[config.mk]
export PLATFORM = sky130hd
export DESIGN_NAME = icache_nb_mshr
export DESIGN_NICKNAME = d
export VERILOG_FILES = /design/src/rtl/icache_nb_mshr.sv
export SDC_FILE = /design/constraint.sdc
export NUM_CORES = 2
export LEC_CHECK = 0
export CORE_MARGIN = 2
export CORE_UTILIZATION = 30
export DETAILED_ROUTE_END_ITERATION = 16
export PLACE_DENSITY_LB_ADDON = 0.08
export RECOVER_POWER = 25
export SLEW_MARGIN = 20
export SYNTH_ARGS = -nofsm -noshare
export SYNTH_HDL_FRONTEND = slang
export SYNTH_SLANG_ARGS = --single-unit
[constraint.sdc]
create_clock -name clock -period 24 [get_ports clock]
set_input_delay 4.8 -clock clock [delete_from_list [all_inputs] [get_ports clock]]
set_output_delay 4.8 -clock clock [all_outputs]
set_load 0.01 [all_outputs]
[src/rtl/icache_nb_mshr.sv]
`default_nettype none
// ---------------------------------------------------------------------------
// icache_nb_mshr : non-blocking direct-mapped I-cache with an MSHR file and out-of-order fills.
// Option macro ICACHE_NEXT_LINE_PREFETCH_EN adds next-line prefetch.  Rev 1.0
// ---------------------------------------------------------------------------
module icache_nb_mshr #(
   parameter int NUM_PORTS   = 2,
   parameter int CACHE_LINES = 32,
   parameter int MSHR_DEPTH  = 4,
   parameter int TAG_BITS    = 4
) (
   input  logic                       clock,
   input  logic                       reset,
   input  logic [TAG_BITS-1:0]        Imem2proc_transaction_tag,
   input  logic [63:0]                Imem2proc_data,
   input  logic [TAG_BITS-1:0]        Imem2proc_data_tag,
   input  logic [NUM_PORTS-1:0][31:0] proc2Icache_addr,
   input  logic [NUM_PORTS-1:0]       valid,
   output logic [1:0]                 proc2Imem_command,
   output logic [31:0]                proc2Imem_addr,
   output logic [NUM_PORTS-1:0][63:0] Icache_data_out,
   output logic [NUM_PORTS-1:0]       Icache_valid_out,
   output logic                       mshr_full
);
   localparam int IDX_W  = $clog2(CACHE_LINES);
   localparam int LTAG_W = 13 - IDX_W;
   localparam int BLK_W  = 29;

   localparam logic [1:0] MEM_NONE = 2'd0;
   localparam logic [1:0] MEM_LOAD = 2'd1;

   localparam logic [1:0] ST_INVALID = 2'd0;
   localparam logic [1:0] ST_PENDING = 2'd1;
   localparam logic [1:0] ST_ISSUED  = 2'd2;

   logic [CACHE_LINES-1:0] line_valid;
   logic [LTAG_W-1:0]      line_tag  [CACHE_LINES];
   logic [63:0]            line_data [CACHE_LINES];

   logic [MSHR_DEPTH-1:0][1:0]          state, state_next;
   logic [MSHR_DEPTH-1:0][BLK_W-1:0]    blk, blk_next;
   logic [MSHR_DEPTH-1:0][TAG_BITS-1:0] mtag, mtag_next;
`ifdef ICACHE_NEXT_LINE_PREFETCH_EN
   logic [MSHR_DEPTH-1:0]               pf, pf_next, pf_new;
   logic [NUM_PORTS-1:0]                port_alloc;
   logic [BLK_W-1:0]                    pf_blk;
`endif

   logic [NUM_PORTS-1:0][BLK_W-1:0] req_blk;
   logic [NUM_PORTS-1:0]            hit;
   logic [NUM_PORTS*3-1:0]          unused_offset;
   logic [MSHR_DEPTH-1:0]           free_mask, taken, alloc_slot, fill_hit, iss_sel;
   logic [MSHR_DEPTH-1:0][BLK_W-1:0] new_blk;
   logic                            fill_fire, iss_any;
   logic [BLK_W-1:0]                fill_blk, iss_blk;
   logic [IDX_W-1:0]                fill_idx;

   function automatic logic line_hit(input logic [BLK_W-1:0] b);
      line_hit = line_valid[b[IDX_W-1:0]] && (line_tag[b[IDX_W-1:0]] == b[12:IDX_W]);
   endfunction

   // Block already tracked: live entry, allocated earlier this cycle, or being filled now.
   function automatic logic known_block(input logic [BLK_W-1:0] b,
                                        input logic [MSHR_DEPTH-1:0] tk,
                                        input logic [MSHR_DEPTH-1:0][BLK_W-1:0] nb);
      known_block = fill_fire && (fill_blk == b);
      for (int e = 0; e < MSHR_DEPTH; e++) begin
         if ((state[e] != ST_INVALID && blk[e] == b) || (tk[e] && nb[e] == b))
            known_block = 1'b1;
      end
   endfunction

   function automatic logic [MSHR_DEPTH-1:0] pick_free(input logic [MSHR_DEPTH-1:0] avail);
      pick_free = '0;
      for (int e = 0; e < MSHR_DEPTH; e++) begin
         if (avail[e] && pick_free == '0)
            pick_free[e] = 1'b1;
      end
   endfunction

   always_comb begin
      for (int p = 0; p < NUM_PORTS; p++) begin
         req_blk[p]              = proc2Icache_addr[p][31:3];
         hit[p]                  = valid[p] && line_hit(proc2Icache_addr[p][31:3]);
         unused_offset[p*3 +: 3] = proc2Icache_addr[p][2:0];
      end
      for (int e = 0; e < MSHR_DEPTH; e++)
         free_mask[e] = (state[e] == ST_INVALID);
   end

   // Fill matches only entries that were ISSUED before this cycle.
   always_comb begin
      fill_fire = 1'b0;
      fill_hit  = '0;
      fill_blk  = '0;
      for (int e = 0; e < MSHR_DEPTH; e++) begin
         if (!fill_fire && Imem2proc_data_tag != '0 && state[e] == ST_ISSUED &&
             mtag[e] == Imem2proc_data_tag) begin
            fill_fire   = 1'b1;
            fill_hit[e] = 1'b1;
            fill_blk    = blk[e];
         end
      end
   end
   assign fill_idx = fill_blk[IDX_W-1:0];

   always_comb begin
      iss_sel = '0;
      iss_any = 1'b0;
      iss_blk = '0;
      for (int e = 0; e < MSHR_DEPTH; e++) begin
         if (!iss_any && state[e] == ST_PENDING
`ifdef ICACHE_NEXT_LINE_PREFETCH_EN
             && !pf[e]
`endif
            ) begin
            iss_any    = 1'b1;
            iss_sel[e] = 1'b1;
            iss_blk    = blk[e];
         end
      end
`ifdef ICACHE_NEXT_LINE_PREFETCH_EN
      for (int e = 0; e < MSHR_DEPTH; e++) begin
         if (!iss_any && state[e] == ST_PENDING) begin
            iss_any    = 1'b1;
            iss_sel[e] = 1'b1;
            iss_blk    = blk[e];
         end
      end
`endif
   end

   always_comb begin
      taken      = '0;
      new_blk    = '0;
      alloc_slot = '0;
`ifdef ICACHE_NEXT_LINE_PREFETCH_EN
      pf_new     = '0;
      port_alloc = '0;
      pf_blk     = '0;
`endif
      for (int p = 0; p < NUM_PORTS; p++) begin
         alloc_slot = '0;
         if (valid[p] && !hit[p] && !known_block(req_blk[p], taken, new_blk))
            alloc_slot = pick_free(free_mask & ~taken);
         for (int e = 0; e < MSHR_DEPTH; e++)
            if (alloc_slot[e]) new_blk[e] = req_blk[p];
`ifdef ICACHE_NEXT_LINE_PREFETCH_EN
         port_alloc[p] = |alloc_slot;
`endif
         taken = taken | alloc_slot;
      end
`ifdef ICACHE_NEXT_LINE_PREFETCH_EN
      // Next-line prefetches only take what demand allocation left over.
      for (int p = 0; p < NUM_PORTS; p++) begin
         alloc_slot = '0;
         pf_blk     = req_blk[p] + 29'd1;
         if (port_alloc[p] && !line_hit(pf_blk) && !known_block(pf_blk, taken, new_blk))
            alloc_slot = pick_free(free_mask & ~taken);
         for (int e = 0; e < MSHR_DEPTH; e++)
            if (alloc_slot[e]) new_blk[e] = pf_blk;
         taken  = taken | alloc_slot;
         pf_new = pf_new | alloc_slot;
      end
`endif
   end

   always_comb begin
      state_next = state;
      blk_next   = blk;
      mtag_next  = mtag;
`ifdef ICACHE_NEXT_LINE_PREFETCH_EN
      pf_next    = pf;
`endif
      for (int e = 0; e < MSHR_DEPTH; e++) begin
         if (fill_hit[e]) begin
            state_next[e] = ST_INVALID;
         end else if (iss_sel[e] && Imem2proc_transaction_tag != '0) begin
            state_next[e] = ST_ISSUED;
            mtag_next[e]  = Imem2proc_transaction_tag;
         end else if (taken[e]) begin
            state_next[e] = ST_PENDING;
            blk_next[e]   = new_blk[e];
`ifdef ICACHE_NEXT_LINE_PREFETCH_EN
            pf_next[e]    = pf_new[e];
`endif
         end
      end
   end

   always_ff @(posedge clock) begin
      if (reset) begin
         state      <= '0;
         blk        <= '0;
         mtag       <= '0;
         line_valid <= '0;
`ifdef ICACHE_NEXT_LINE_PREFETCH_EN
         pf         <= '0;
`endif
      end else begin
         state <= state_next;
         blk   <= blk_next;
         mtag  <= mtag_next;
`ifdef ICACHE_NEXT_LINE_PREFETCH_EN
         pf    <= pf_next;
`endif
         if (fill_fire)
            line_valid[fill_idx] <= 1'b1;
      end
   end

   always_ff @(posedge clock) begin
      if (fill_fire && !reset) begin
         line_data[fill_idx] <= Imem2proc_data;
         line_tag[fill_idx]  <= fill_blk[12:IDX_W];
      end
   end

   always_comb begin
      proc2Imem_command = MEM_NONE;
      proc2Imem_addr    = '0;
      if (iss_any && !reset) begin
         proc2Imem_command = MEM_LOAD;
         proc2Imem_addr    = {iss_blk, 3'b000};
      end
      mshr_full = !reset && (free_mask == '0);
      for (int p = 0; p < NUM_PORTS; p++) begin
         Icache_valid_out[p] = hit[p] && !reset;
         Icache_data_out[p]  = Icache_valid_out[p] ? line_data[req_blk[p][IDX_W-1:0]] : 64'd0;
      end
   end

endmodule
`default_nettype wire
==> summary.md <==
| Metric | Value |
|---|---|
| Final net count | ~6600 |
| Row Count | between 200 and 250 |
| Yosys cell types | 67 |
| CTS HTree Levels | 5 |
| Commonest non-fill, non-tap cell in the layout | edfxtp_1 |
| Register bit count reported by yosys | 2476 |
| Avg Cell Area, Syn | 19.1 sq um |
| Post-route minimum period | approximately 18 ns |
| Status | completed |
| Die H | between 600 and 700 microns |
| Post-synthesis sequential area ratio | between 60% and 70% |
| Clock buffer count from CTS | 305 |
| Worst-Skew Late Latency | about 0.94 ns |
| Port Buffers | 294 |
| CTS tree | done |
| Max_cap viols | 0 |
| Crit end category | output port |
| Most frequent cells in the layout | edfxtp_1 (2304), mux4_2 (1405), clkbuf_16 (311), nand2_1 (269), clkdlybuf4s50_1 (242) |
| First-pass iteration count of the detailed router | 9 |
| CP Class | in2out |
| Mapped Area | 118000 sq um |
| Area delta synth->final | 15.8% |
| HP Class | reg2reg |
| Initial antenna violation count | 36 |
| Post-route ant nets | 0 |
| Pin count of the biggest net entering global routing | between 100 and 150 |
| Share of cells above drive strength 1 | 31.2% |
| Post-synth top flop | edfxtp_1 |
| GRT Residual Overflow | 0 |
| Worst setup SP type | input pin |
| Post-CTS setup repair buffer count | 0 |
| Die X | ~630 microns |
| First-iteration detailed-routing DRC count | around 7300 |
| GR Util All Layers | between 20% and 30% |
| Async S/R FF share, synth | 0% |
| CORE AREA | around 400000 sq um |
| Peak VDD IR | around 0.047 mV |
| Via density | 5.73 |
| Setup_tns | 0 ns |
| Synthesized netlist cell count | roughly 6000 |
| Total Power | between 10 and 15 mW |
| Worst EP arrival | approximately 13 ns |
| Fmax | ~0.056 GHz |
| Clock transition at the registers of the reported paths | about 0.050 ns |
| Leakage power | 42.9 nW |
| Post-CTS Resized | 0 |
| # hold bufs at CTS | 0 |
| # setup viols final | 0 |
| EDFF count, synth | between 2000 and 2500 |
| Post-layout util | between 30% and 40% |
| Initial core utilization | 30.1% |
| Fin. max-slew vios | 0 |
| Worst EP required | between 15 and 20 ns |
| WL/cell | 37.8 microns |
| Clk buf depth | 4 |
| Pwr dens | approximately 75 nW/um^2 |
| Warnings from Yosys | 0 |
| Unrepaired setup endpoints after global routing | false |
| DP Wirelength | about 240 mm |
| GP Congestion | 0.905 |
| Clk sinks | approximately 2500 |
| Final Skew | just over 0.07 ns |
| Global-route wire length before repair | about 610 mm |
| # DRC | 0 |
| Worst Tran Pin Value | ~1.4 ns |
| Worst slew margin | approximately 6.7% |
| I/O pin total | about 300 |
| Period utilization | 74.3% |
| CTS root buf | clkbuf_16 |
| Drt total wl | approximately 450 mm |
| Final Hold Fails | 0 |
| Vias in the first global route | about 70000 |
| Crit Path Max Fanout | 51 |
| DIE AREA | approximately 400000 sq um |
| DR vias | between 60000 and 70000 |
==> metrics by stage <==
stage	setup WS (ns)	hold slack [ns]	instances	cell area, sq um
floorplan	11.02	0.436	6185	118000
global placement	5.93	0.448	11300	127000
detailed placement	5.91	0.455	11300	127000
CTS	5.88	0.463	11900	137000
global route	5.91	0.489	11900	137000
finish	6.18	0.461	11900	137000
==> power by group <==
part	total [mW]	internal (mW)	leakage, nW	switching, mW
sequential	4.83	4.75	22.7	0.0788
clock	4.47	2.57	4.60	1.90
combinational	1.00	0.386	15.5	0.619
==> final timing paths <==
check,start,endpoint,slack (ns),cells after the start
worst min-delay path,mtag[12],mtag[12],0.46,2
worst max-delay path,proc2Icache_addr[37],Icache_data_out[95],6.18,14
worst max register to register,mtag[1],line_data[28][52],16.98,12
worst min register to register,mtag[12],mtag[12],0.46,2
==> routing by layer <==
metal / share of wire [%] / GRT usage (%)
met5: 0.020 / 0
met4: 2.8 / 6.05
met3: 4.7 / 2.54
met1: 43 / 30.2
met2: 50 / 37.7
==> sequential cells by signal (all words and copies together), names as in the netlist <==
name and cells:
line_tag 256, state 8, line_data 2048, line_valid 32, blk 116, mtag 16
==> synth_stat cells, types with 89 or more instances <==
| library cell | n | area (sq um) |
|---|---|---|
| nand3_1 | 89 | 445 |
| dfxtp_1 | 172 | 3440 |
| xor2_1 | 173 | 1520 |
| a21oi_1 | 184 | 921 |
| buf_1 | 108 | 405 |
| edfxtp_1 | 2304 | 69200 |
| xnor2_1 | 112 | 981 |
| nor2_1 | 146 | 548 |
| clkbuf_1 | 387 | 1450 |
| mux2i_1 | 159 | 1590 |
| nand2_1 | 271 | 1020 |
| mux4_2 | 1405 | 31600 |
==> critical path: stages <==
cell	delay [ns]
clkdlybuf4s50_1	0.90
inv_8	0.83
buf_4	0.73
buf_4	0.87
mux4_2	0.65
mux2i_1	0.24
xnor2_1	0.16
nand4_1	0.11
nor4_1	0.93
nand3_4	0.08
buf_4	0.47
buf_4	0.57
a21oi_1	0.73
clkdlybuf4s50_1	0.67
==> area by class of cell <==
type,count,area (sq um)
Antenna cell,8,20.0
Clock buffer,401,8220
Clock inverter,136,1200
Fill cell,36600,256000
Inverter,46,190
Multi-Input combinational cell,3110,43400
Sequential cell,2476,72600
Tap cell,5220,6530
Timing Repair Buffer,484,4470
==> logic make-up (layout without fill, tap and decap cells) <==
kind of cell / Yosys count / in the layout / synth area share [%]
compound gates: 552 / 552 / 3.38
xor+xnor: 285 / 285 / 2.11
buf+inv: 599 / 1067 / 2.04
flops: 2476 / 2476 / 61.5
mux: 1567 / 1567 / 28.2
other cells: 1 / 12 / 0.00318
simple gates: 702 / 702 / 2.75
Note: power is estimated with default switching activity, not from simulation.
